[src/rtl/edge_list_decoder_pkg.sv]
// Shared definitions for the edge-list parsing path.
// Holds the node code width and type, the ASCII constants the parser reacts to,
// and the letter-to-5-bit conversion that the node-index mapper also uses for
// its start/end constants.
package edge_list_decoder_pkg;

    localparam int unsigned NODE_STR_WIDTH = 15;

    typedef logic [NODE_STR_WIDTH-1:0] node_str_t;

    localparam logic [7:0] AsciiA     = 8'h61;
    localparam logic [7:0] AsciiZ     = 8'h7a;
    localparam logic [7:0] AsciiColon = 8'h3a;
    localparam logic [7:0] AsciiSpace = 8'h20;
    localparam logic [7:0] AsciiLf    = 8'h0a;
    localparam logic [7:0] AsciiCr    = 8'h0d;
    localparam logic [7:0] AsciiNul   = 8'h00;

    // 'a'..'z' -> 0..25
    function automatic logic [4:0] letter_to_code(input logic [7:0] c);
        logic [7:0] diff;
        diff = c - AsciiA;
        return diff[4:0];
    endfunction

    function automatic logic is_letter(input logic [7:0] c);
        return (c >= AsciiA) && (c <= AsciiZ);
    endfunction

endpackage

[src/rtl/edge_list_decoder.sv]
// Byte-serial parser for "sss: ddd ddd ... ddd<LF>" lines terminated by NUL.
// Emits one src_node_str_valid pulse per line and one edge_str_valid pulse per
// destination; all outputs are registered.
//
// Ports:
//   clk, rst              clock, synchronous active-high reset
//   inbound_byte/_valid   input character stream, no backpressure
//   src_node_str_valid    pulse: src_node_str holds a new source code
//   edge_str_valid        pulse: dst_node_str holds a new destination code
//   src_node_str          current line's source code (3 x 5-bit, 1st char in LSBs)
//   dst_node_str          latest destination code
//   decoding_done_str     sticky, end-of-input reached
//   parse_error           sticky, malformed input
//   edge_cnt              edges emitted, saturating
module edge_list_decoder
    import edge_list_decoder_pkg::*;
#(
    parameter int unsigned EDGE_CNT_WIDTH = 16
) (
    input  logic                      clk,
    input  logic                      rst,
    input  logic [7:0]                inbound_byte,
    input  logic                      inbound_valid,
    output logic                      src_node_str_valid,
    output logic                      edge_str_valid,
    output logic [NODE_STR_WIDTH-1:0] src_node_str,
    output logic [NODE_STR_WIDTH-1:0] dst_node_str,
    output logic                      decoding_done_str,
    output logic                      parse_error,
    output logic [EDGE_CNT_WIDTH-1:0] edge_cnt
);

    typedef enum logic [2:0] {
        StLineStart, StSrc, StColon, StSep, StDst, StDstEnd, StDone, StError
    } state_e;

    state_e                    state_q, state_d;
    logic [1:0]                cnt_q, cnt_d;
    node_str_t                 shift_q, shift_d;
    node_str_t                 src_q, src_d;
    node_str_t                 dst_q, dst_d;
    logic                      src_vld_q, src_vld_d;
    logic                      edge_vld_q, edge_vld_d;
    logic                      done_q, done_d;
    logic                      err_q, err_d;
    logic [EDGE_CNT_WIDTH-1:0] edge_cnt_q, edge_cnt_d;

    logic      letter;
    node_str_t shifted;
    node_str_t first;

    always_comb begin
        letter  = is_letter(inbound_byte);
        // Later chars enter at the top so the 1st char ends up in [4:0].
        shifted = {letter_to_code(inbound_byte), shift_q[NODE_STR_WIDTH-1:5]};
        first   = {letter_to_code(inbound_byte), 10'b0};

        state_d    = state_q;
        cnt_d      = cnt_q;
        shift_d    = shift_q;
        src_d      = src_q;
        dst_d      = dst_q;
        src_vld_d  = 1'b0;
        edge_vld_d = 1'b0;
        done_d     = done_q;
        err_d      = err_q;
        edge_cnt_d = edge_cnt_q;

        if (inbound_valid && (inbound_byte != AsciiCr)) begin
            unique case (state_q)
                StLineStart: begin
                    if (letter) begin
                        shift_d = first;
                        cnt_d   = 2'd1;
                        state_d = StSrc;
                    end else if (inbound_byte == AsciiNul) begin
                        done_d  = 1'b1;
                        state_d = StDone;
                    end else if (inbound_byte != AsciiLf) begin
                        err_d   = 1'b1;
                        state_d = StError;
                    end
                end
                StSrc: begin
                    if (letter) begin
                        shift_d = shifted;
                        if (cnt_q == 2'd2) begin
                            cnt_d   = 2'd0;
                            state_d = StColon;
                        end else begin
                            cnt_d = cnt_q + 2'd1;
                        end
                    end else begin
                        err_d   = 1'b1;
                        state_d = StError;
                    end
                end
                StColon: begin
                    if (inbound_byte == AsciiColon) begin
                        src_d     = shift_q;
                        src_vld_d = 1'b1;
                        state_d   = StSep;
                    end else begin
                        err_d   = 1'b1;
                        state_d = StError;
                    end
                end
                StSep: begin
                    if (inbound_byte == AsciiSpace) begin
                        cnt_d   = 2'd0;
                        state_d = StDst;
                    end else if (inbound_byte == AsciiLf) begin
                        cnt_d   = 2'd0;
                        state_d = StLineStart;
                    end else begin
                        err_d   = 1'b1;
                        state_d = StError;
                    end
                end
                StDst: begin
                    if (letter) begin
                        shift_d = (cnt_q == 2'd0) ? first : shifted;
                        if (cnt_q == 2'd2) begin
                            cnt_d   = 2'd0;
                            state_d = StDstEnd;
                        end else begin
                            cnt_d = cnt_q + 2'd1;
                        end
                    end else begin
                        err_d   = 1'b1;
                        state_d = StError;
                    end
                end
                StDstEnd: begin
                    if ((inbound_byte == AsciiSpace) || (inbound_byte == AsciiLf) ||
                        (inbound_byte == AsciiNul)) begin
                        dst_d      = shift_q;
                        edge_vld_d = 1'b1;
                        cnt_d      = 2'd0;
                        if (edge_cnt_q != '1) begin
                            edge_cnt_d = edge_cnt_q + EDGE_CNT_WIDTH'(1);
                        end
                        if (inbound_byte == AsciiSpace) begin
                            state_d = StDst;
                        end else if (inbound_byte == AsciiLf) begin
                            state_d = StLineStart;
                        end else begin
                            done_d  = 1'b1;
                            state_d = StDone;
                        end
                    end else begin
                        err_d   = 1'b1;
                        state_d = StError;
                    end
                end
                StDone, StError: ;
                default: ;
            endcase
        end
    end

    always_ff @(posedge clk) begin
        if (rst) begin
            state_q    <= StLineStart;
            cnt_q      <= 2'd0;
            shift_q    <= '0;
            src_q      <= '0;
            dst_q      <= '0;
            src_vld_q  <= 1'b0;
            edge_vld_q <= 1'b0;
            done_q     <= 1'b0;
            err_q      <= 1'b0;
            edge_cnt_q <= '0;
        end else begin
            state_q    <= state_d;
            cnt_q      <= cnt_d;
            shift_q    <= shift_d;
            src_q      <= src_d;
            dst_q      <= dst_d;
            src_vld_q  <= src_vld_d;
            edge_vld_q <= edge_vld_d;
            done_q     <= done_d;
            err_q      <= err_d;
            edge_cnt_q <= edge_cnt_d;
        end
    end

    assign src_node_str_valid = src_vld_q;
    assign edge_str_valid     = edge_vld_q;
    assign src_node_str       = src_q;
    assign dst_node_str       = dst_q;
    assign decoding_done_str  = done_q;
    assign parse_error        = err_q;
    assign edge_cnt           = edge_cnt_q;

endmodule

[config.mk]
export PLATFORM = sky130hd
export DESIGN_NAME = edge_list_decoder
export DESIGN_NICKNAME = d
export VERILOG_FILES = /design/src/rtl/edge_list_decoder_pkg.sv /design/src/rtl/edge_list_decoder.sv
export SDC_FILE = /design/constraint.sdc
export NUM_CORES = 1
export LEC_CHECK = 0
export CAP_MARGIN = 20
export CELL_PAD_IN_SITES_DETAIL_PLACEMENT = 1
export CELL_PAD_IN_SITES_GLOBAL_PLACEMENT = 2
export CORE_MARGIN = 1.5
export CORE_UTILIZATION = 30
export DETAILED_ROUTE_END_ITERATION = 8
export PLACE_DENSITY = 0.85
export SYNTH_ARGS = -nofsm -noshare
export SYNTH_HDL_FRONTEND = slang
export SYNTH_SLANG_ARGS = --single-unit
export TNS_END_PERCENT = 5
[constraint.sdc]
create_clock -name clk -period 3 [get_ports clk]
set_input_delay 0.6 -clock clk [delete_from_list [all_inputs] [get_ports clk]]
set_output_delay 0.6 -clock clk [all_outputs]
set_load 0.05 [all_outputs]
After elaboration in Yosys (flattened, before gate mapping)
Index checks and enable logic that the tools add are counted.
Storage, ports and cells
  bits in registers: 70
  input port bits: 11
  output and inout bits: 50
  logic and storage cells: 114
Operators by class
  add/subtract/negate cells: 3
  $lt $le $gt $ge: 2
  eq/ne operators: 32
  muxes and demuxes: 41
  bitwise gates (word level): 3
  reduce and logical (&&, ||, !) cells: 23
Operators by type and width (number)
  two-way mux 15 bit: 3
  case mux 15 bit (3 select lines): 1
  two-way mux 3 bit: 13
  != test 2 bit, second input constant: 15
  case mux 3 bit (6 select lines): 1
  adder 16 x 1 -> 16 bit, second input constant: 1
  == test 8 x 6 -> 1 bit, second input constant: 2
  != test 16 bit, second input constant: 1
  != test 8 x 4 -> 1 bit, second input constant: 2
  two-way mux 1 bit: 13
  two-way mux 2 bit: 6
  two-way mux 10 bit: 1
  AND reduction 10 bit: 1
  AND reduction 5 bit: 2
  != test 3 bit, second input constant: 3
  == test 8 x 4 -> 1 bit, second input constant: 1
  >= comparator 8 x 7 -> 1 bit, second input constant: 1
  <= comparator 8 x 7 -> 1 bit, second input constant: 1
  logical NOT 8 bit: 1
  case mux 2 bit (4 select lines): 1
  AND reduction 7 bit: 1
  == test 3 x 2 -> 1 bit, second input constant: 2
  == test 3 bit, second input constant: 2
  AND reduction 3 bit: 2
  22 further kinds: 27

Depth between registers and ports, before layout
  word-level depth: 5
  gate-level depth with buffers: 9

Worst setup path after synthesis
OpenSTA, ideal clock, no wires.
  path type: input -> register
  from: in inbound_byte[0]
  to: reg state_q[0]
  arrival time: 2381 ps
  data required time: 2871 ps
  path slack: 490 ps
  stages on the path: 9
  path buffers: 1
  path through: inv_1 > ha_1 > nor3b_1 > a21oi_1 > and2_1 > clkbuf_1 > or4_1 > a21oi_1 > o32ai_1
Between the ends
  longest elaborated chain between the ends: 5
  elaborated cells on any way between the ends: 24
RTL lines
  start, declared: RTL line edge_list_decoder.sv:22  | input logic [7:0] inbound_byte,
  parallel branches: the longest is 5 deep, another holds >= comparator 8 x 7 -> 1 bit
  end signal, assigned: RTL line edge_list_decoder.sv:164  | state_q <= StLineStart;
  end signal, assigned: RTL line edge_list_decoder.sv:175  | state_q <= state_d;
  end, declared: RTL line edge_list_decoder.sv:37  | state_e state_q, state_d;
Several ways; the timed one is not identified.
A chain may end at the register's enable or synchronous reset.

Final worst setup path
  from: in inbound_byte[1]
  to: reg cnt_q[1]
Between the ends
  longest elaborated chain between the ends: 5
  elaborated cells on any way between the ends: 17
RTL lines
  parallel branches: the longest is 5 deep, another holds >= comparator 8 x 7 -> 1 bit
  end signal, assigned: RTL line edge_list_decoder.sv:176  | cnt_q <= cnt_d;
  end, declared: RTL line edge_list_decoder.sv:38  | logic [1:0] cnt_q, cnt_d;
Several ways; the timed one is not identified.

==> flow_summary_export.csv <==
group,metric,value,unit
setup_path,worstRegToRegCells,7,
clock_network,cts_root_buf,"sky130_fd_sc_hd__clkbuf_8",
sta,maxClockFrequency,373,MHz
cells_and_area,post_route_cells_drive_above_1_share,9.96,%
yosys,synth_area_in_xor_xnor,4.54,%
clock_network,postCtsHoldBufs,0,
clock_network,cts_tree,"done",
global_route,grt_first_pass_wirelength,15200,um
global_route,grt_antenna_before_repair,0,
floorplan,placement_rows,37,
sta,rsz0062_at_grt,"false",
sta,hold_ws,0.488,ns
yosys,largest_family_of_logic_cells_by_synthesized_area,"simple AND/OR/NAND/NOR gates",
yosys,yosys_warnings,0,
clock_network,h-tree-depth,3,
yosys,syn_area,0.00328,sq mm
cells_and_area,total_area_of_multi_input_combinational_cells,0.00177,sq mm
cells_and_area,antenna_cells,0,
sta,hold_viol_final,0,
pwr,power_per_cell_area,451,mW/mm^2
setup_path,cp-end-kind,"flop",
routing,drc,0,
floorplan,die_w,108,um
yosys,synth_compound_area_share,12.1,%
cells_and_area,number_of_fillers_in_the_final_layout,1266,
floorplan,die_height,108,um
clock_network,post_cts.repair.setup_buffers,0,
setup_path,worst_setup_path_startpoint,"inbound_byte[1]",
cells_and_area,final_nets,466,
clock_network,clock_latency,0.34,ns
placement,placed_area,0.00417,sq mm
yosys,yosys-mux-area-fraction,9.77,%
routing,finalWirelength,9010,um
yosys,post_synth.cell_area_avg,8.79,sq um
clock_network,numClockSinks,70,
clock_network,ctsResizeCount,0,
cells_and_area,final_cell_count_no_fill,588,
routing,route.detailed.wl_per_inst,15.3,um
yosys,yosys.area_share.adder,2.67,%
setup_path,worst_setup_path_endpoint,"cnt_q[1]$_SDFFE_PP0P_",
setup_path,critPathMaxFanout,4,
clock_network,cts_made_buffers,9,
min_path,class_of_the_tightest_hold_or_removal_check,"flop to flop",
setup_path,critical_path_required,3.26,ns
yosys,synth_seq_area_share,42.7,%
yosys,syn_nets,391,
placement,numPlacedInstances,573,
floorplan,design.die.area,0.0116,sq mm
setup_path,r2r-start,"state_q[0]$_SDFFE_PP0P_",
routing,drtAntennaViolNets,0,
sta,slew_headroom,57.6,%
sta,final-max-slew-violation-count,0,
setup_path,critical_setup_path_class,"primary input to flop",
sta,max_slew.worst_pin.slew,0.630,ns
routing,initial_drt_pass_iterations,4,
global_route,grt_start_max_net_pins,33,
run_status,status,"finished clean",
placement,place.port_buffers,60,
sta,finalWorstPathRequiredPeriod,2.68,ns
setup_path,worstReg2RegEnd,"shift_q[2]$_SDFFE_PP0P_",
cells_and_area,area.growth.synth_to_final,32.3,%
sta,fin_crit_sh,89.2,%
sta,setup_slack,0.323,ns
global_route,grtUsageTotal,16.9,%
yosys,yosys_reg_bits,70,
pwr,totalPowerFinal,1.96,mW
routing,routed-via-count,2975,
placement,gp_congestion,0.898,
global_route,grt_pass1_vias,3019,
yosys,netlist-cell-type-count,50,
setup_path,r2r_setup_slk,0.77,ns
floorplan,start_util,31.3,%
placement,placement.setup.worst_slack,-0.0509,ns
flow_run,maxCapViolations,0,
clock_network,cts_max_path_buffers,2,
setup_path,worstSetupStartpointType,"primary input",
cells_and_area,regArea,0.00140,sq mm
min_path,worstHoldPathCells,2,
global_route,globalRoute.totalOverflow,0,
cells_and_area,finalInstanceArea,0.00434,sq mm
sta,fin_worst_skew,0.0126,ns
setup_path,arrival,2.94,ns
placement,post_dp_hpwl,6560,um
pwr,ir_worst_vdd,0.168,mV
floorplan,io_pins,61,
yosys,syn-instance-count,373,
routing,drtIter0Drc,134,
yosys,synth-simple-area-share,24.6,%
pwr,leakagePower,1.54,nW
clock_network,clk_transition_reported_paths,0.08,ns
floorplan,core_area,0.0105,sq mm
routing,viasPerCell,5.06,
sta,setup_viol,0,
[flip-flops by register name (all words and copies together) (netlist names)]
register	flops
edge_str_valid	1
decoding_done_str	1
src_node_str	15
parse_error	1
dst_node_str	15
state_q	3
src_node_str_valid	1
shift_q	15
edge_cnt	16
cnt_q	2
[metrics by stage]
stage / TNS (ns) / utilization [%]
after floorplan: 0 / -
after global placement: 0 / 39.9
after detailed placement: -0.119 / 39.9
after CTS: 0 / 41.4
after global routing: 0 / 41.4
final: 0 / 41.4
[cells by family (layout without fill, tap and decap cells)]
group / count (synthesis) / count (layout)
buffers and inverters: 28 / 107
XOR/XNOR: 17 / 17
adder cells (fa/ha/maj): 7 / 7
AO/OA/AOI/OAI: 60 / 60
AND/OR/NAND/NOR: 159 / 159
multiplexers: 32 / 32
flip-flops: 70 / 70
[worst min path at each step]
stage	slack (ns)	start	to
after floorplan	0.45	shift_q[0]$_SDFFE_PP0P_	shift_q[0]$_SDFFE_PP0P_
after global placement	0.46	decoding_done_str$_SDFFE_PP0P_	decoding_done_str$_SDFFE_PP0P_
after detailed placement	0.47	decoding_done_str$_SDFFE_PP0P_	decoding_done_str$_SDFFE_PP0P_
after CTS	0.49	decoding_done_str$_SDFFE_PP0P_	decoding_done_str$_SDFFE_PP0P_
after global routing	0.53	shift_q[0]$_SDFFE_PP0P_	shift_q[0]$_SDFFE_PP0P_
final	0.49	shift_q[0]$_SDFFE_PP0P_	shift_q[0]$_SDFFE_PP0P_
[layout make-up]
type                       instances  area share, %
inverter                           7          0.606
timing repair buffer              85           18.6
sequential                        70           32.3
clock inverter                     6          0.923
multi-input combinational        275           40.7
clock buffer                       9           2.86
tap                              136           3.92
[metal layers]
layer	up-vias	global-route usage (%)	wire, um
li1	1476	-	-
met1	1441	21.5	4210
met2	54	28.4	4440
met3	4	4.18	272
met4	0	4.51	81
met5	-	0	0
[cells in the mapped netlist (all sizes together)]
cell	number	area [sq um]
dfxtp	70	1400
nor2	65	244
mux2i	32	320
nand3	20	100
nand2	17	63.8
o21ai	17	88.8
clkbuf	16	60.1
nand2b	12	75.1
xor2	11	96.3
a21oi	10	50.1
a211oi	9	67.6
nand4	8	50.1
nor3	8	45.0
ha	7	87.6
inv	6	22.5
xnor2	6	52.6
and2	5	31.3
buf	5	30.0
o211ai	5	37.5
a31oi	3	18.8
and3b	3	26.3
and4	3	26.3
o22ai	3	18.8
or3	3	18.8
or4	3	22.5
a2111oi	2	17.5
a221oi	2	17.5
and3	2	12.5
nand3b	2	15.0
nor2b	2	12.5
nor4	2	27.5
o21a	2	15.0
a2111o	1	11.3
a311o	1	10.0
a311oi	1	8.76
and4b	1	10.0
clkinv	1	3.75
nand4b	1	8.76
nor3b	1	7.51
nor4b	1	8.76
o2111a	1	11.3
o2111ai	1	8.76
o31ai	1	7.51
o32ai	1	8.76
[layout by cell type, fill, tap and decap left out, drive strengths merged, types with 6 or more instances in the layout]
cell	count
nand2	17
clkinv	6
a21oi	10
clkbuf	9
a211oi	9
ha	7
inv	6
dfxtp	70
nand2b	12
o21ai	17
nor2	65
xor2	11
xnor2	6
buf	26
mux2i	32
nor3	8
clkdlybuf4s50	59
nand4	8
nand3	20
[critical path: stages]
cell                              delay, ns
sky130_fd_sc_hd__clkdlybuf4s50_1       0.45
sky130_fd_sc_hd__inv_1                 0.10
sky130_fd_sc_hd__ha_1                  0.20
sky130_fd_sc_hd__and3b_1               0.18
sky130_fd_sc_hd__o21ai_2               0.06
sky130_fd_sc_hd__or3_1                 0.37
sky130_fd_sc_hd__a311o_1               0.41
sky130_fd_sc_hd__or4_1                 0.41
sky130_fd_sc_hd__a21oi_1               0.15
[power by group]
| group | leakage (nW) | total (mW) | internal (mW) | switching (mW) |
|---|---|---|---|---|
| Combinational | 0.890 | 0.306 | 0.119 | 0.187 |
| Sequential | 0.565 | 0.991 | 0.949 | 0.0415 |
| Clock | 0.0848 | 0.659 | 0.294 | 0.365 |
| Total | 1.54 | 1.96 | 1.36 | 0.594 |
Power figures use the tool's default switching activity.
